File: config.mk
export PLATFORM = sky130hd
export DESIGN_NAME = bram_uart_feeder_flat
export DESIGN_NICKNAME = d
export VERILOG_FILES = /design/src/rtl/bram_uart_pkg.sv /design/src/rtl/bram_uart_feeder_if.sv /design/src/rtl/bram_uart_feeder.sv /design/src/flat_wrapper.sv
export SDC_FILE = /design/constraint.sdc
export NUM_CORES = 1
export LEC_CHECK = 0
export ABC_CLOCK_PERIOD_IN_PS = 1750
export BUFFER_PORTS_ARGS = -buffer_cell sky130_fd_sc_hd__buf_4
export CORE_MARGIN = 4
export CORE_UTILIZATION = 52
export DETAILED_ROUTE_END_ITERATION = 10
export GPL_TIMING_DRIVEN = 1
export MAX_ROUTING_LAYER = met4
export PLACE_DENSITY = 0.85
export SLEW_MARGIN = 15
export SYNTH_ARGS = -nofsm -noshare
export SYNTH_HDL_FRONTEND = slang
export SYNTH_SLANG_ARGS = --single-unit
export TNS_END_PERCENT = 5
File: constraint.sdc
create_clock -name clk -period 1.75 [get_ports clk]
set_input_delay 0.175 -clock clk [delete_from_list [all_inputs] [get_ports clk]]
set_output_delay 0.175 -clock clk [all_outputs]
set_load 0.02 [all_outputs]
File: src/rtl/bram_uart_pkg.sv
// Shared constants for the BRAM-to-UART path.
// Feeder FSM encoding and baud timing at 125 MHz.
package bram_uart_pkg;

    localparam int ADDR_W_DEF   = 10;
    localparam int CLKS_PER_BIT = 1085;

    localparam logic [2:0] ST_IDLE     = 3'd0;
    localparam logic [2:0] ST_READ     = 3'd1;
    localparam logic [2:0] ST_WAIT_RD  = 3'd2;
    localparam logic [2:0] ST_LOAD     = 3'd3;
    localparam logic [2:0] ST_KICK     = 3'd4;
    localparam logic [2:0] ST_WAIT_RFN = 3'd5;
    localparam logic [2:0] ST_NEXT     = 3'd6;
    localparam logic [2:0] ST_DONE     = 3'd7;

    typedef enum logic [2:0] {
        IDLE     = ST_IDLE,
        READ     = ST_READ,
        WAIT_RD  = ST_WAIT_RD,
        LOAD     = ST_LOAD,
        KICK     = ST_KICK,
        WAIT_RFN = ST_WAIT_RFN,
        NEXT     = ST_NEXT,
        DONE     = ST_DONE
    } feeder_state_e;

    function automatic int cnt_width(input int rd_lat, input int ntx);
        int m;
        m = (rd_lat > ntx) ? rd_lat : ntx;
        return $clog2(m + 1);
    endfunction

endpackage

File: src/rtl/bram_uart_feeder_if.sv
// Feeder-side bundle: BRAM read port plus transmitter handshake.
// master = feeder, slave = BRAM/transmitter side.
interface bram_uart_feeder_if
    import bram_uart_pkg::*;
#(
    parameter int ADDR_W = ADDR_W_DEF
) ();

    logic              o_bram_en;
    logic [ADDR_W-1:0] o_bram_addr;
    logic [7:0]        i_bram_dout;
    logic [7:0]        o_data;
    logic              o_nTx_EN;
    logic              i_RFN;

    modport master (
        output o_bram_en,
        output o_bram_addr,
        input  i_bram_dout,
        output o_data,
        output o_nTx_EN,
        input  i_RFN
    );

    modport slave (
        input  o_bram_en,
        input  o_bram_addr,
        output i_bram_dout,
        input  o_data,
        input  o_nTx_EN,
        output i_RFN
    );

endinterface

File: src/rtl/bram_uart_feeder.sv
// Reads a run of bytes from a sync-read BRAM and hands them one
// at a time to the UART transmitter, pacing on its RFN pulse.
module bram_uart_feeder
    import bram_uart_pkg::*;
#(
    parameter int ADDR_W    = ADDR_W_DEF,
    parameter int RD_LAT    = 1,
    parameter int NTX_PULSE = 2
) (
    input  logic              clk,
    input  logic              nRst,
    input  logic              i_start,
    input  logic [ADDR_W-1:0] i_base,
    input  logic [ADDR_W:0]   i_len,
    bram_uart_feeder_if.master bus,
    output logic              o_busy,
    output logic              o_done
);

    localparam int CNT_W = cnt_width(RD_LAT, NTX_PULSE);

    localparam logic [CNT_W-1:0] RD_END =
        CNT_W'((RD_LAT > 1) ? (RD_LAT - 2) : 0);
    localparam logic [CNT_W-1:0] TX_END =
        CNT_W'(NTX_PULSE - 1);

    localparam logic [ADDR_W:0] LEN_ONE =
        {{ADDR_W{1'b0}}, 1'b1};

    if (RD_LAT < 1 || RD_LAT > 3) begin : g_bad_lat
        $error("RD_LAT out of range 1..3");
    end
    if (NTX_PULSE < 1) begin : g_bad_pulse
        $error("NTX_PULSE must be at least 1");
    end

    feeder_state_e     state;
    feeder_state_e     state_nx;
    logic [ADDR_W-1:0] addr;
    logic [ADDR_W:0]   remaining;
    logic [CNT_W-1:0]  cnt;
    logic [7:0]        data_q;

    always_ff @(posedge clk or negedge nRst) begin
        if (!nRst) begin
            state <= IDLE;
        end else begin
            state <= state_nx;
        end
    end

    always_comb begin
        state_nx        = state;
        bus.o_bram_en   = 1'b0;
        bus.o_bram_addr = addr;
        bus.o_data      = data_q;
        bus.o_nTx_EN    = 1'b1;
        o_busy          = 1'b1;
        o_done          = 1'b0;
        unique case (state)
            IDLE: begin
                o_busy = 1'b0;
                if (i_start) begin
                    state_nx = (i_len == '0) ? DONE : READ;
                end
            end
            READ: begin
                bus.o_bram_en = 1'b1;
                state_nx = (RD_LAT == 1) ? LOAD : WAIT_RD;
            end
            WAIT_RD: begin
                if (cnt == RD_END) begin
                    state_nx = LOAD;
                end
            end
            LOAD: begin
                state_nx = KICK;
            end
            KICK: begin
                bus.o_nTx_EN = 1'b0;
                if (cnt == TX_END) begin
                    state_nx = WAIT_RFN;
                end
            end
            WAIT_RFN: begin
                if (bus.i_RFN) begin
                    state_nx = NEXT;
                end
            end
            NEXT: begin
                state_nx = (remaining == LEN_ONE) ? DONE : READ;
            end
            DONE: begin
                o_busy   = 1'b0;
                o_done   = 1'b1;
                state_nx = IDLE;
            end
        endcase
    end

    // One counter serves both the read-latency wait and the pulse width.
    always_ff @(posedge clk or negedge nRst) begin
        if (!nRst) begin
            addr      <= '0;
            remaining <= '0;
            cnt       <= '0;
            data_q    <= '0;
        end else begin
            unique case (state)
                IDLE: begin
                    if (i_start && i_len != '0) begin
                        addr      <= i_base;
                        remaining <= i_len;
                    end
                end
                READ: begin
                    cnt <= '0;
                end
                WAIT_RD: begin
                    cnt <= cnt + 1'b1;
                end
                LOAD: begin
                    cnt    <= '0;
                    data_q <= bus.i_bram_dout;
                end
                KICK: begin
                    cnt <= cnt + 1'b1;
                end
                NEXT: begin
                    remaining <= remaining - 1'b1;
                    addr      <= addr + 1'b1;
                end
                default: begin
                end
            endcase
        end
    end

endmodule

File: src/flat_wrapper.sv
// flat-port wrapper written by rule: the top's interface ports become plain ports
module bram_uart_feeder_flat import bram_uart_pkg::*;
#(
    parameter int ADDR_W    = ADDR_W_DEF,
    parameter int RD_LAT    = 1,
    parameter int NTX_PULSE = 2
)
  (clk, nRst, i_start, i_base, i_len, o_busy, o_done, bus_o_bram_en, bus_o_bram_addr, bus_i_bram_dout, bus_o_data, bus_o_nTx_EN, bus_i_RFN);
  bram_uart_feeder_if #(.ADDR_W(ADDR_W)) bus_i ();
  input  logic clk;
  input  logic nRst;
  input  logic i_start;
  input  logic [ADDR_W-1:0] i_base;
  input  logic [ADDR_W:0] i_len;
  output logic o_busy;
  output logic o_done;
  output wire logic [$bits(bus_i.o_bram_en)-1:0] bus_o_bram_en;
  output wire logic [$bits(bus_i.o_bram_addr)-1:0] bus_o_bram_addr;
  input wire logic [$bits(bus_i.i_bram_dout)-1:0] bus_i_bram_dout;
  output wire logic [$bits(bus_i.o_data)-1:0] bus_o_data;
  output wire logic [$bits(bus_i.o_nTx_EN)-1:0] bus_o_nTx_EN;
  input wire logic [$bits(bus_i.i_RFN)-1:0] bus_i_RFN;
  assign bus_o_bram_en = bus_i.o_bram_en;
  assign bus_o_bram_addr = bus_i.o_bram_addr;
  assign bus_i.i_bram_dout = bus_i_bram_dout;
  assign bus_o_data = bus_i.o_data;
  assign bus_o_nTx_EN = bus_i.o_nTx_EN;
  assign bus_i.i_RFN = bus_i_RFN;
  bram_uart_feeder #(.ADDR_W(ADDR_W), .RD_LAT(RD_LAT), .NTX_PULSE(NTX_PULSE)) u_core (.clk(clk), .nRst(nRst), .i_start(i_start), .i_base(i_base), .i_len(i_len), .bus(bus_i), .o_busy(o_busy), .o_done(o_done));
endmodule
Word-level counts from Yosys, hierarchy flattened
Cells that the tools add are included.
W data, S select, Z words.
{"block": "classes", "eq_ne": 14, "n_mux": 16, "addsub": 3, "reduce_logical": 12}
{"operator": "$pmux W3 S8", "count": 1}
{"operator": "$pmux W11 S2", "count": 1}
{"operator": "$pmux W10 S2", "count": 1}
{"operator": "$mux W3", "count": 6}
{"operator": "$eq A3 B3 Y1 const B", "count": 4}
{"operator": "$eq A11 B1 Y1 const B", "count": 1}
{"operator": "$logic_not A11 Y1", "count": 1}
{"operator": "$mux W11", "count": 1}
{"operator": "$reduce_bool A11 Y1", "count": 1}
{"operator": "$sub A11 B1 Y11 const B", "count": 1}
{"operator": "$add A10 B1 Y10 const B", "count": 1}
{"operator": "$mux W10", "count": 1}
{"operator": "$eq A3 B2 Y1 const B", "count": 2}
{"operator": "$ne A2 B1 Y1 const B", "count": 3}
{"operator": "$reduce_or A2 Y1", "count": 3}
{"operator": "$mux W1", "count": 4}
{"operator": "$ne A2 B2 Y1 const B", "count": 2}
{"operator": "$pmux W2 S2", "count": 1}
{"operator": "$reduce_and A4 Y1", "count": 1}
{"operator": "$reduce_bool A2 Y1", "count": 2}
{"operator": "$eq A3 B1 Y1 const B", "count": 1}
{"operator": "$logic_not A3 Y1", "count": 1}
{"operator": "$add A2 B1 Y2 const B", "count": 1}
{"operator": "$eq A2 B1 Y1 const B", "count": 1}
{"operator": "3 further kinds", "count": 3}
{"block": "totals", "reg_bits": 34, "out_inout_bits": 22, "elab_cells": 50, "in_bits": 33}

Depth between registers and ports, before layout
{"block": "depth", "word_depth": 4, "mapped_depth": 7, "ltp_nobuf": 6}

Least setup slack after synthesis
OpenSTA, ideal clock, no wires.
{"block": "synth_path", "path_type": "reg-to-reg", "start": "reg u_core.state[2]", "end": "reg u_core.remaining[3]", "stages_incl_launch_ff": 7, "n_path_buf": 3, "arrival_time_ns": 1.471, "t_required_ns": 1.619, "path_slack_ns": 0.148, "cell_sequence": "dfrtp_1 -> buf_6 -> or4b_4 -> buf_6 -> nor2_8 -> buf_6 -> o211ai_1"}
{"block": "synth_between", "elab_chain_cells": 3}
{"item": "start: declaration", "line": "bram_uart_feeder.sv:37", "text": "feeder_state_e state;"}
{"item": "start signal: assignment", "line": "bram_uart_feeder.sv:48", "text": "state <= state_nx;"}
{"item": "$logic_not A3 Y1 / $eq A3 B3 Y1 (equally long branches)", "line": "bram_uart_feeder.sv:109", "text": "unique case (state)"}
{"item": "$ne A2 B1 Y1 (no source line) / $reduce_bool A2 Y1 (equally long branches)"}
{"item": "$reduce_and A2 Y1 (no source line)"}
{"item": "end signal: assignment", "line": "bram_uart_feeder.sv:113", "text": "remaining <= i_len;"}
{"item": "end signal: assignment", "line": "bram_uart_feeder.sv:130", "text": "remaining <= remaining - 1'b1;"}
{"item": "end: declaration", "line": "bram_uart_feeder.sv:40", "text": "logic [ADDR_W:0] remaining;"}
Several ways; a longest one is shown, not always the timed one.
A chain may end at the register's enable or synchronous reset.

Worst setup path in the final report
{"block": "layout_path", "start": "reg u_core.state[0]", "end": "out o_busy"}
{"block": "layout_between", "elab_chain_cells": 3}
{"item": "$eq A3 B3 Y1 / $logic_not A3 Y1 (equally long branches)", "line": "bram_uart_feeder.sv:60", "text": "unique case (state)"}
{"item": "$reduce_or A2 Y1 (no source line) *"}
{"item": "$mux W1 *", "line": "bram_uart_feeder.sv:60"}
{"item": "end: declaration", "line": "flat_wrapper.sv:15", "text": "output logic o_busy;"}
Mark *: on every way between the ends. The rest lies on a longest branch, timed or not.

==> results.yml <==
drt:
  drc: 0
  first_iter_violations: 220
  wl_per_cell_um: 16.0
  wl_met1_um: 2140
  wl_met3_um: 280
  drtPass1Iterations: 4
  dr_total_vias: 1902
  dr_wl_met2_um: 2620
  routed_wl_um: 5090
  vias_per_cell: 5.96
  antenna_left: 0
  top_layer_used: "met4"
synth:
  synthFlopType: "dfrtp_1"
  synth_edf_count: 0
  yosys_warnings: 0
  syn_area_um2: 2020
  syn-num-nets: 245
  synth.avg_cell_area_um2: 9.78
  async_flop_share_pct: 100
  ys_ff_latch: 34
  synth-seq-area-share_pct: 42.0
  postSynthCellCount: 207
  synth_cell_types: 54
clock_tree:
  cts.clk_slew.worst_paths_ns: 0.07
  cts_buffers: 5
  htreeDepth: 2
  cts_tree: "built"
  clk_latency_ns: 0.29
  clockBufferDepth: 2
  cts_root_buf: "clkbuf_8"
  clock_sink_count: 34
finish:
  final_nets: 309
  n_fill_cell: 313
  syn_to_final_growth_pct: 29.8
  final_cell_mix: "buf_4 (70), dfrtp_1 (34), nand2_1 (18)"
  finalInstanceArea_um2: 2630
  diodes: 0
  drive_gt1_share_pct: 34.7
  final_common_cell: "buf_4"
global_route:
  antenna_found_initial: 0
  track_usage_pct: 21.3
  grt_max_degree: 35
  grt_pass1_wl_um: 8290
  grt_pass1_vias: 1839
  grt-ovfl-total: 0
sta:
  skew_ns: 0.00942
  setup_violations: 0
  drv_slew: 0
  fin_crit_sh_pct: 96.1
  period_minus_slack_ns: 1.68
  hold_ws_ns: 0.0919
  timing.slew.headroom_pct: 71.1
  hold_viol: 0
  worstMarginPinSlew_ns: 0.434
  final.setup.worst_slack_ns: 0.0680
  tns_ns: 0
  max_freq_ghz: 0.595
  rsz0062_at_grt: "yes"
die:
  core_area_um2: 3720
  io_pins: 55
  die_h_um: 70.4
  num_rows: 22
  chipWidth_um: 70.4
  die-area_um2: 4960
  start_util_pct: 54.5
job:
  max-cap-violations: 0
place:
  portBuffers: 54
  globalplace.congestion: 0.883
  dp_hpwl_um: 3830
  pre_cts_ws_ns: 0.101
  placed_area_um2: 2520
power:
  ir_worst_vdd_v: 0.00137
  power_density_nw_per_um2: 1750
  leakage_nw: 1.18
  power.total_mw: 4.59
setup_path:
  path_class: "flip-flop to output pin"
  worstPathMaxFanout: 15
  worstPathArrival_ns: 1.51
  start_kind: "flip-flop"
  worstSetupEndpointType: "output pin"
  cp.required_ns: 1.57
worst_hold_path:
  hold_path_class: "input port to flip-flop"
run_status:
  status: "complete, no violations"
-- Yosys cell counts, types with 3 or more instances --
cell type / count / area share (%)
and3_1: 3 / 0.93
mux2_2: 8 / 4.5
nor3_1: 8 / 2.0
buf_2: 5 / 1.2
o21ai_0: 11 / 2.7
dfrtp_1: 34 / 42
nand2_1: 18 / 3.3
o22ai_1: 3 / 0.93
nand3_1: 8 / 2.0
clkbuf_1: 4 / 0.74
nor2_1: 10 / 1.9
ha_1: 5 / 3.1
nor4_1: 7 / 2.2
o211a_1: 3 / 1.5
a21oi_1: 7 / 1.7
o31ai_1: 5 / 1.9
a211oi_1: 3 / 1.1
buf_6: 3 / 1.7
nand3b_1: 5 / 1.9
inv_1: 8 / 1.5
-- cell families after synthesis --
group,synth area share (%)
DFF,42.0
and+or+nand+nor,21.6
adders and majority gates,3.09
buffers and inverters,5.87
AOI/OAI and AO/OA,21.5
muxes,5.44
xor gates and xnor gates,0.433
-- where the power goes --
part	leakage, nW	internal (mW)	total [mW]	switching (mW)
clock network	0.0438	0.267	0.547	0.280
logic	0.731	1.16	2.41	1.25
registers	0.403	1.19	1.63	0.445
-- final cells by class --
class	count	area, um^2	area share (%)
Timing Repair Buffer	71	536	20.4
Tap cell	48	60.1	2.29
Sequential cell	34	851	32.4
Inverter	8	30.0	1.14
Multi-Input combinational cell	151	1070	40.8
Clock inverter	2	10.0	0.381
Clock buffer	5	68.8	2.62
-- worst max-delay path: stages (launching register included) --
cell	delay, ns
dfrtp_1	0.44
buf_4	0.22
nor3_1	0.32
nor2_1	0.08
buf_4	0.17
-- sequential cells by signal (all words and copies together) (netlist names) --
name / cells
u_core.bus.o_bram_addr: 10
u_core.bus.o_data: 8
u_core.cnt: 2
u_core.remaining: 11
u_core.state: 3
-- path summary, 6_finish.rpt --
kind / startpoint / endpoint / slack [ns] / depth (start not counted)
max reg2reg: u_core.state[2] / u_core.bus.o_bram_addr[6] / 0.08 / 6
max: u_core.state[0] / o_busy / 0.07 / 4
min: i_base[6] / u_core.bus.o_bram_addr[6] / 0.09 / 2
max in group asynchronous: nRst / u_core.bus.o_data[3] / 1.07 / 2
min reg2reg: u_core.bus.o_data[3] / u_core.bus.o_data[3] / 0.51 / 1
min in group asynchronous: nRst / u_core.remaining[6] / 0.37 / 2
-- per-stage QoR --
step,utilization (%),cells
floorplan,-,207
global placement,67.8,311
detailed placement,67.8,311
CTS,70.2,319
global route,70.7,319
finish,70.7,319
-- what timing repair did --
action                                  4_1_cts  5_1_grt
endpoints found under the setup margin        0        6
hold buffers                                  1        0
endpoints found under the hold margin        34        0
gates resized for setup                       0        3
buffers inserted                              0        0
-- layer usage --
metal / GRT usage (%) / vias up
li1: - / 914
met1: 26.8 / 920
met2: 34.6 / 63
met3: 4.75 / 5
met4: 5.53 / 0
met5: - / -
Note: power is estimated with default switching activity, not from simulation.
